**src/rtl/cnn_seq_pkg.sv**
```systemverilog
// cnn_seq_pkg: shared definitions for the CNN frame sequencer.
//   - FSM state encoding (IDLE, LAUNCH, RUN, DONE, ERR)
//   - error codes reported on o_err_code
//   - default per-stage beat counts for a 28x28 input frame
package cnn_seq_pkg;

    localparam logic [2:0] ST_IDLE   = 3'd0;
    localparam logic [2:0] ST_LAUNCH = 3'd1;
    localparam logic [2:0] ST_RUN    = 3'd2;
    localparam logic [2:0] ST_DONE   = 3'd3;
    localparam logic [2:0] ST_ERR    = 3'd4;

    typedef enum logic [2:0] {
        IDLE   = ST_IDLE,
        LAUNCH = ST_LAUNCH,
        RUN    = ST_RUN,
        DONE   = ST_DONE,
        ERR    = ST_ERR
    } seq_state_t;

    localparam logic [1:0] ERR_NONE     = 2'b00;
    localparam logic [1:0] ERR_TIMEOUT  = 2'b01;
    localparam logic [1:0] ERR_OVF      = 2'b10;
    localparam logic [1:0] ERR_MISMATCH = 2'b11;

    localparam int CONV1_OUT_DEF = 576;  // 24x24
    localparam int POOL_OUT_DEF  = 144;  // 12x12
    localparam int CONV2_OUT_DEF = 64;   // 8x8

endpackage

```
**src/rtl/cnn_seq_stage_counter.sv**
```systemverilog
// cnn_seq_stage_counter: beat counter for one pipeline stage boundary.
// Ports:
//   clk   - clock
//   rst   - synchronous active-high reset
//   clr   - clear count (frame launch)
//   en    - counting enabled (frame running)
//   valid - stage output valid
//   full  - count has reached EXP
//   ovf   - valid arriving while already full
// The count saturates at EXP so it never wraps; a beat beyond EXP is
// reported through ovf instead.
module cnn_seq_stage_counter #(
    parameter int EXP   = 576,
    parameter int CNT_W = 10
) (
    input  logic clk,
    input  logic rst,
    input  logic clr,
    input  logic en,
    input  logic valid,
    output logic full,
    output logic ovf
);

    localparam logic [CNT_W-1:0] EXP_V = CNT_W'(EXP);
    localparam logic [CNT_W-1:0] ONE   = CNT_W'(1);

    logic [CNT_W-1:0] count;

    assign full = (count == EXP_V);
    assign ovf  = valid && full;

    always_ff @(posedge clk) begin
        if (rst || clr) begin
            count <= '0;
        end else if (en && valid && !full) begin
            count <= count + ONE;
        end
    end

endmodule

```
**src/rtl/cnn_frame_sequencer.sv**
```systemverilog
// cnn_frame_sequencer: frame-level controller for conv1 -> pool -> conv2 ->
// classifier. Accepts one frame request, pulses the fmap feeder, counts
// beats at each stage boundary, runs a watchdog and ends the frame with
// o_done + alpha or a sticky error.
// Ports:
//   clk, reset_n (synchronous, active HIGH despite the name)
//   i_start / o_ready          frame request handshake (ready only in IDLE)
//   o_feed_start               1-cycle launch pulse to the fmap feeder
//   i_conv1/pool/conv2_valid   stage output valids
//   i_result_valid, i_alpha    classifier result
//   o_busy                     frame in flight (LAUNCH or RUN)
//   o_done, o_alpha            frame complete pulse, last good result
//   o_error, o_err_code        sticky error, 01 timeout/10 overflow/11 mismatch
//   i_clear, o_dp_flush        leave ERR, 1-cycle datapath flush pulse
// Optional build macro CNN_SEQ_PERF_EN adds o_frame_cycles: the watchdog
// value captured when a frame completes.
import cnn_seq_pkg::*;

module cnn_frame_sequencer #(
    parameter int CONV1_OUT   = CONV1_OUT_DEF,
    parameter int POOL_OUT    = POOL_OUT_DEF,
    parameter int CONV2_OUT   = CONV2_OUT_DEF,
    parameter int CNT_W       = 10,
    parameter int TIMEOUT_CYC = 8192,
    parameter int TO_W        = 14
) (
    input  logic            clk,
    input  logic            reset_n,
    input  logic            i_start,
    output logic            o_ready,
    output logic            o_feed_start,
    input  logic            i_conv1_valid,
    input  logic            i_pool_valid,
    input  logic            i_conv2_valid,
    input  logic            i_result_valid,
    input  logic [7:0]      i_alpha,
    output logic            o_busy,
    output logic            o_done,
    output logic [7:0]      o_alpha,
    output logic            o_error,
    output logic [1:0]      o_err_code,
    input  logic            i_clear,
    output logic            o_dp_flush
`ifdef CNN_SEQ_PERF_EN
    ,
    output logic [TO_W-1:0] o_frame_cycles
`endif
);

    localparam logic [TO_W-1:0] WD_LAST = TO_W'(TIMEOUT_CYC - 1);
    localparam logic [TO_W-1:0] WD_ONE  = TO_W'(1);

    seq_state_t      state;
    logic [TO_W-1:0] wd;
    logic            run, clr;
    logic            c1_full, c2_full, c3_full;
    logic            c1_ovf, c2_ovf, c3_ovf;
    logic            any_ovf, all_full;

    assign run      = (state == RUN);
    assign clr      = (state == LAUNCH);
    assign any_ovf  = c1_ovf || c2_ovf || c3_ovf;
    assign all_full = c1_full && c2_full && c3_full;

    cnn_seq_stage_counter #(.EXP(CONV1_OUT), .CNT_W(CNT_W)) u_cnt_conv1 (
        .clk(clk), .rst(reset_n), .clr(clr), .en(run),
        .valid(i_conv1_valid), .full(c1_full), .ovf(c1_ovf)
    );
    cnn_seq_stage_counter #(.EXP(POOL_OUT), .CNT_W(CNT_W)) u_cnt_pool (
        .clk(clk), .rst(reset_n), .clr(clr), .en(run),
        .valid(i_pool_valid), .full(c2_full), .ovf(c2_ovf)
    );
    cnn_seq_stage_counter #(.EXP(CONV2_OUT), .CNT_W(CNT_W)) u_cnt_conv2 (
        .clk(clk), .rst(reset_n), .clr(clr), .en(run),
        .valid(i_conv2_valid), .full(c3_full), .ovf(c3_ovf)
    );

    always_ff @(posedge clk) begin
        if (reset_n) begin
            state        <= IDLE;
            wd           <= '0;
            o_ready      <= 1'b1;
            o_feed_start <= 1'b0;
            o_busy       <= 1'b0;
            o_done       <= 1'b0;
            o_alpha      <= '0;
            o_error      <= 1'b0;
            o_err_code   <= ERR_NONE;
            o_dp_flush   <= 1'b0;
`ifdef CNN_SEQ_PERF_EN
            o_frame_cycles <= '0;
`endif
        end else begin
            // pulses default low; the transitions below raise them for one cycle
            o_feed_start <= 1'b0;
            o_done       <= 1'b0;
            o_dp_flush   <= 1'b0;
            case (state)
                IDLE: begin
                    if (i_start && o_ready) begin
                        state        <= LAUNCH;
                        o_ready      <= 1'b0;
                        o_busy       <= 1'b1;
                        o_feed_start <= 1'b1;
                    end
                end
                LAUNCH: begin
                    wd    <= '0;
                    state <= RUN;
                end
                RUN: begin
                    // overflow beats result beats timeout
                    if (any_ovf) begin
                        state      <= ERR;
                        o_busy     <= 1'b0;
                        o_error    <= 1'b1;
                        o_err_code <= ERR_OVF;
                    end else if (i_result_valid) begin
                        o_busy <= 1'b0;
                        if (all_full) begin
                            state   <= DONE;
                            o_done  <= 1'b1;
                            o_alpha <= i_alpha;
`ifdef CNN_SEQ_PERF_EN
                            o_frame_cycles <= wd;
`endif
                        end else begin
                            state      <= ERR;
                            o_error    <= 1'b1;
                            o_err_code <= ERR_MISMATCH;
                        end
                    end else if (wd == WD_LAST) begin
                        state      <= ERR;
                        o_busy     <= 1'b0;
                        o_error    <= 1'b1;
                        o_err_code <= ERR_TIMEOUT;
                    end else begin
                        wd <= wd + WD_ONE;
                    end
                end
                DONE: begin
                    state   <= IDLE;
                    o_ready <= 1'b1;
                end
                ERR: begin
                    if (i_clear) begin
                        state      <= IDLE;
                        o_ready    <= 1'b1;
                        o_error    <= 1'b0;
                        o_err_code <= ERR_NONE;
                        o_dp_flush <= 1'b1;
                    end
                end
                default: begin
                    state   <= IDLE;
                    o_ready <= 1'b1;
                    o_busy  <= 1'b0;
                end
            endcase
        end
    end

endmodule

```
**config.mk**
```make
export PLATFORM = sky130hd
export DESIGN_NAME = cnn_frame_sequencer
export DESIGN_NICKNAME = d
export VERILOG_FILES = /design/src/rtl/cnn_seq_pkg.sv /design/src/rtl/cnn_seq_stage_counter.sv /design/src/rtl/cnn_frame_sequencer.sv
export SDC_FILE = /design/constraint.sdc
export NUM_CORES = 1
export LEC_CHECK = 0
export BUFFER_PORTS_ARGS = -buffer_cell sky130_fd_sc_hd__clkbuf_2
export CAP_MARGIN = 20
export CORE_UTILIZATION = 63
export DETAILED_ROUTE_END_ITERATION = 10
export HOLD_SLACK_MARGIN = 0.02
export PLACE_DENSITY = 0.94
export SLEW_MARGIN = 20
export SYNTH_ARGS = -nofsm -noshare
export SYNTH_HDL_FRONTEND = slang
export SYNTH_SLANG_ARGS = --single-unit
```
**constraint.sdc**
```tcl
create_clock -name clk -period 4.2 [get_ports clk]
set_clock_uncertainty 0.15 [all_clocks]
set_input_delay 0.84 -clock clk [delete_from_list [all_inputs] [get_ports clk]]
set_output_delay 0.84 -clock clk [all_outputs]
set_load 0.02 [all_outputs]
```
==> metrics list <==
- Outcome: completed
- Once the clock tree was built, the setup fixing pass inserted 0 buffers.
- Worst vdd ir: between 0.0003 and 0.0004 V
* Final-stage net count: ~400
- The finished cells cover about 3500 um^2.
- Sequential Power Share: between 40% and 50%
- Number of buffers and inverters on the critical path: 1
* Post-Syn Area: ~3100 um^2
- In the synthesized netlist the dominant register cell turns out to be sky130_fd_sc_hd__dfxtp_1.
- The most critical setup path has its startpoint at u_cnt_conv2.count[0].
* Layout overhead on the synthesized area: 11.2%
- Post-synth net total: 370
- In this run, post-CTS repair resized a total of 0 instances.
- Across all hold checks on the routed design, the worst slack comes to roughly 0.34 ns.
- The worst setup path is launched from a register.
- Overall routing resource usage: a little over a quarter
- The H-tree generated during clock tree synthesis spans 3 levels.
* Mean post-synth cell area: 8.94 um^2
* Effective utilization at floorplan: about two thirds
* Maximum clock insertion buffer count: 2
* Number of violations reported at the end of detailed-routing iteration 0: approximately 240
* Via count of the first global-routing pass: around 2400
- Unrepaired setup endpoints after global routing: no
- Tot Pwr: about 0.0015 W
- Launch point of the worst hold path: o_error
- Top-count cell post-synth: sky130_fd_sc_hd__dfxtp_1
* Number of enable flip-flop cells after synthesis: 0
- N_diodes: 0
- Number of buffers inserted during clock tree synthesis: 9
* Clock tree from TritonCTS: yes
- Shortest clock period the worst path allows after layout: 2.62 ns
* Fraction of synthesized cell area taken by the top area cell type: between 40% and 50%
- Ordered list of cells on the worst path: inv_1 > ha_1 > and2b_1 > nand4_1 > o2111ai_2 > nor2_2 > a41oi_1 > a311oi_1
- Max-cap violations in this run came to 0.
* Wire length of the first global-routing pass: around 11000 um
- Unique cell type count in the Yosys netlist: 55
- Post-synthesis async set-or-reset flop share: 0%
- Internal: around 0.0010 W
- In the post-synthesis netlist, the biggest area contributors are sky130_fd_sc_hd__dfxtp_1 (41%), sky130_fd_sc_hd__nor2_1 (6.0%), sky130_fd_sc_hd__xor2_1 (5.6%).
- In this run the tightest slew margin relative to its limit is around 34%.
- Wire per inst: 14.5 um
* Clock root buffer: sky130_fd_sc_hd__clkbuf_8
- The floorplan step set the die width to ~72 um.
* Area of the die: about 5200 um^2
* Worst path setup slack after routing: approximately 1.6 ns
* Synth warnings: 0
- Part of the cycle the worst path needs: between 60% and 70%
* Overflow left after global routing: 0
- Actual transition at the worst max-transition pin: 0.981 ns
* Data required time of the critical path: roughly 4.3 ns
* Net switching power: 0.000476 W
- For this run, the detailed router's first-pass iteration total came to 5.
- After synthesis, flip-flops and latches occupy between 40% and 50% of the total area.
* Number of DRC violations after detailed routing: 0
- Number of nets with antenna violations after detailed routing: 0
- Core Box Area: between 4000 and 5000 um^2
- The clock network is responsible for 36.0% of the overall power.
- Pin placement for this block handled 32 I/O pins.
- In this run switching power makes up a little under a third of total power.
- Entering global routing, the biggest net connects 32 pins.
- Setup violations remaining at the end of the flow were counted as 0.
- Max stage delay on crit path: roughly 0.63 ns
* Maximum fanout along the worst path: 14
- CP Data Arrival Time: 2.73 ns
- For this design the static power due to leakage is between 1 and 1.5 nW.
- Final Max Tran Viols: 0
* Post-DR vias/cell: between 5 and 6
- Endpoint kind of the worst setup timing path: register
* Total via count after detailed routing: about 2600
- Buffers inserted to repair hold after CTS numbered 0.
- After detailed routing, the total wire length is between 6000 and 7000 um.
* TNS Setup: 0 ns
- Clock transition time at the flip-flop clock pins of the worst setup and hold paths: 0.07 ns
* Peak clock frequency supported by timing: roughly 380 MHz
- Power density over the cells: 442 nW/um^2
- For the worst-skew pair, the clock arrives at the later sink with an insertion delay of around 0.35 ns.
- Clock sinks: 63
- On the critical path the largest part of the delay comes from simple AND/OR/NAND/NOR gates.
* Row cnt: 25
- Post-place instance area: 3240 um^2
* Initial antenna violation count: 0
- Hold violation count in the final report: 0
- Share of post-route cells with drive strength above 1: between 10% and 20%
- In this run the tool buffered the top-level ports with 31 buffer cells.
* Cell at the slowest stage of the critical path: sky130_fd_sc_hd__nor2_2
* Number of instances in the synthesized netlist: 347
- CP Class: register to register
- The congestion estimate from routability-driven global placement came to between 0.8 and 0.9.
* Combinational share of power: 19.8%
- Most area-hungry cell type in the Yosys netlist: sky130_fd_sc_hd__dfxtp_1
* Tightest Hold Check Type: register to register
- In this run the critical register-to-register path is launched from u_cnt_conv2.count[0].
- Most used standard cells in the synthesized netlist: sky130_fd_sc_hd__dfxtp_1 (63), sky130_fd_sc_hd__nor2_1 (50), sky130_fd_sc_hd__nand2_1 (32)
- Detailed placement HPWL: ~4400 um
- Die Span Y: 72.2 um
- Setup slack after placement: between 1 and 1.5 ns
* Post-synthesis register bit count: between 60 and 70
-- tightest hold or removal path, cell delays in order (launching register included) --
cell	delay, ns
sky130_fd_sc_hd__dfxtp_1	0.32
sky130_fd_sc_hd__o31ai_1	0.06
sky130_fd_sc_hd__a21oi_1	0.06
-- cell type report --
type | count | area [um^2]
Clock buffer | 13 | 169
Sequential cell | 63 | 1260
Tap cell | 67 | 83.8
Multi-Input combinational cell | 259 | 1690
Inverter | 11 | 41.3
Timing Repair Buffer | 32 | 163
Fill cell | 332 | 1270
Clock inverter | 3 | 40.0
-- registers in the layout, indices dropped and copies added, names as in the netlist, 2 cells and up --
name               cells
u_cnt_conv1.count     10
o_err_code             2
u_cnt_conv2.count     10
state                  3
o_alpha                8
u_cnt_pool.count      10
wd                    14
-- logic make-up (layout without fill, tap and decap cells) --
group                    count (synthesis)  in the layout  share of synthesized area [%]
buffers and inverters                   25             59                           4.80
XOR/XNOR                                26             26                           7.34
AND/OR/NAND/NOR                        162            162                           27.7
flip-flops                              63             63                           40.6
multiplexers                            11             11                           3.55
AO/OA/AOI/OAI                           53             53                           13.2
adder cells (fa/ha/maj)                  7              7                           2.82
-- metal layers --
metal	up-vias	global-route usage (%)	wire length, um
met4	0	14.4	172
met5	-	0	0
met2	86	42.4	3170
met1	1243	32.4	2790
met3	20	5.97	337
li1	1299	-	-
-- power by group through the flow --
stage / registers, W / clock network (W) / logic (W)
floorplan: 0.000686 / 0 / 0.000238
global placement: 0.000684 / 0 / 0.000285
detailed placement: 0.000685 / 0 / 0.000296
CTS: 0.000673 / 0.000550 / 0.000300
global route: 0.000678 / 0.000578 / 0.000336
finish: 0.000673 / 0.000549 / 0.000303
-- cells in the final DEF (no fill, tap or decap), drive strengths merged, types with 2 or more instances in the layout --
cell,synthesis,routed
dfxtp,63,63
nor2,51,51
clkbuf,6,44
nand2,32,32
nand3,20,20
xor2,20,20
a21oi,14,14
and3,14,14
nor3,12,12
o21ai,12,12
inv,11,11
mux2i,11,11
nand4,10,10
ha,7,7
xnor2,6,6
a311oi,6,6
and4,5,5
and2,4,4
or3,3,3
o21a,2,2
nor4,2,2
a41oi,2,2
a21o,2,2
o211ai,2,2
a31o,2,2
o211a,2,2
clkinv,0,2
nor4b,2,2
a31oi,2,2
o31ai,2,2
-- stage by stage --
stage / std cells / utilization [%]
after floorplan: 347 / -
after global placement: 432 / 68.6
after detailed placement: 432 / 68.6
after CTS: 448 / 73.1
after global routing: 448 / 73.1
final: 448 / 73.1
-- path summary, 6_finish.rpt --
| kind | end | slack, ns | cells after the start |
|---|---|---|---|
| worst max register to register | wd[10] | 1.58 | 8 |
| worst min-delay path | o_error | 0.34 | 2 |
| worst min register to register | o_error | 0.34 | 2 |
| worst max-delay path | wd[10] | 1.58 | 8 |
No activity file was read; power rests on OpenSTA's default activity.
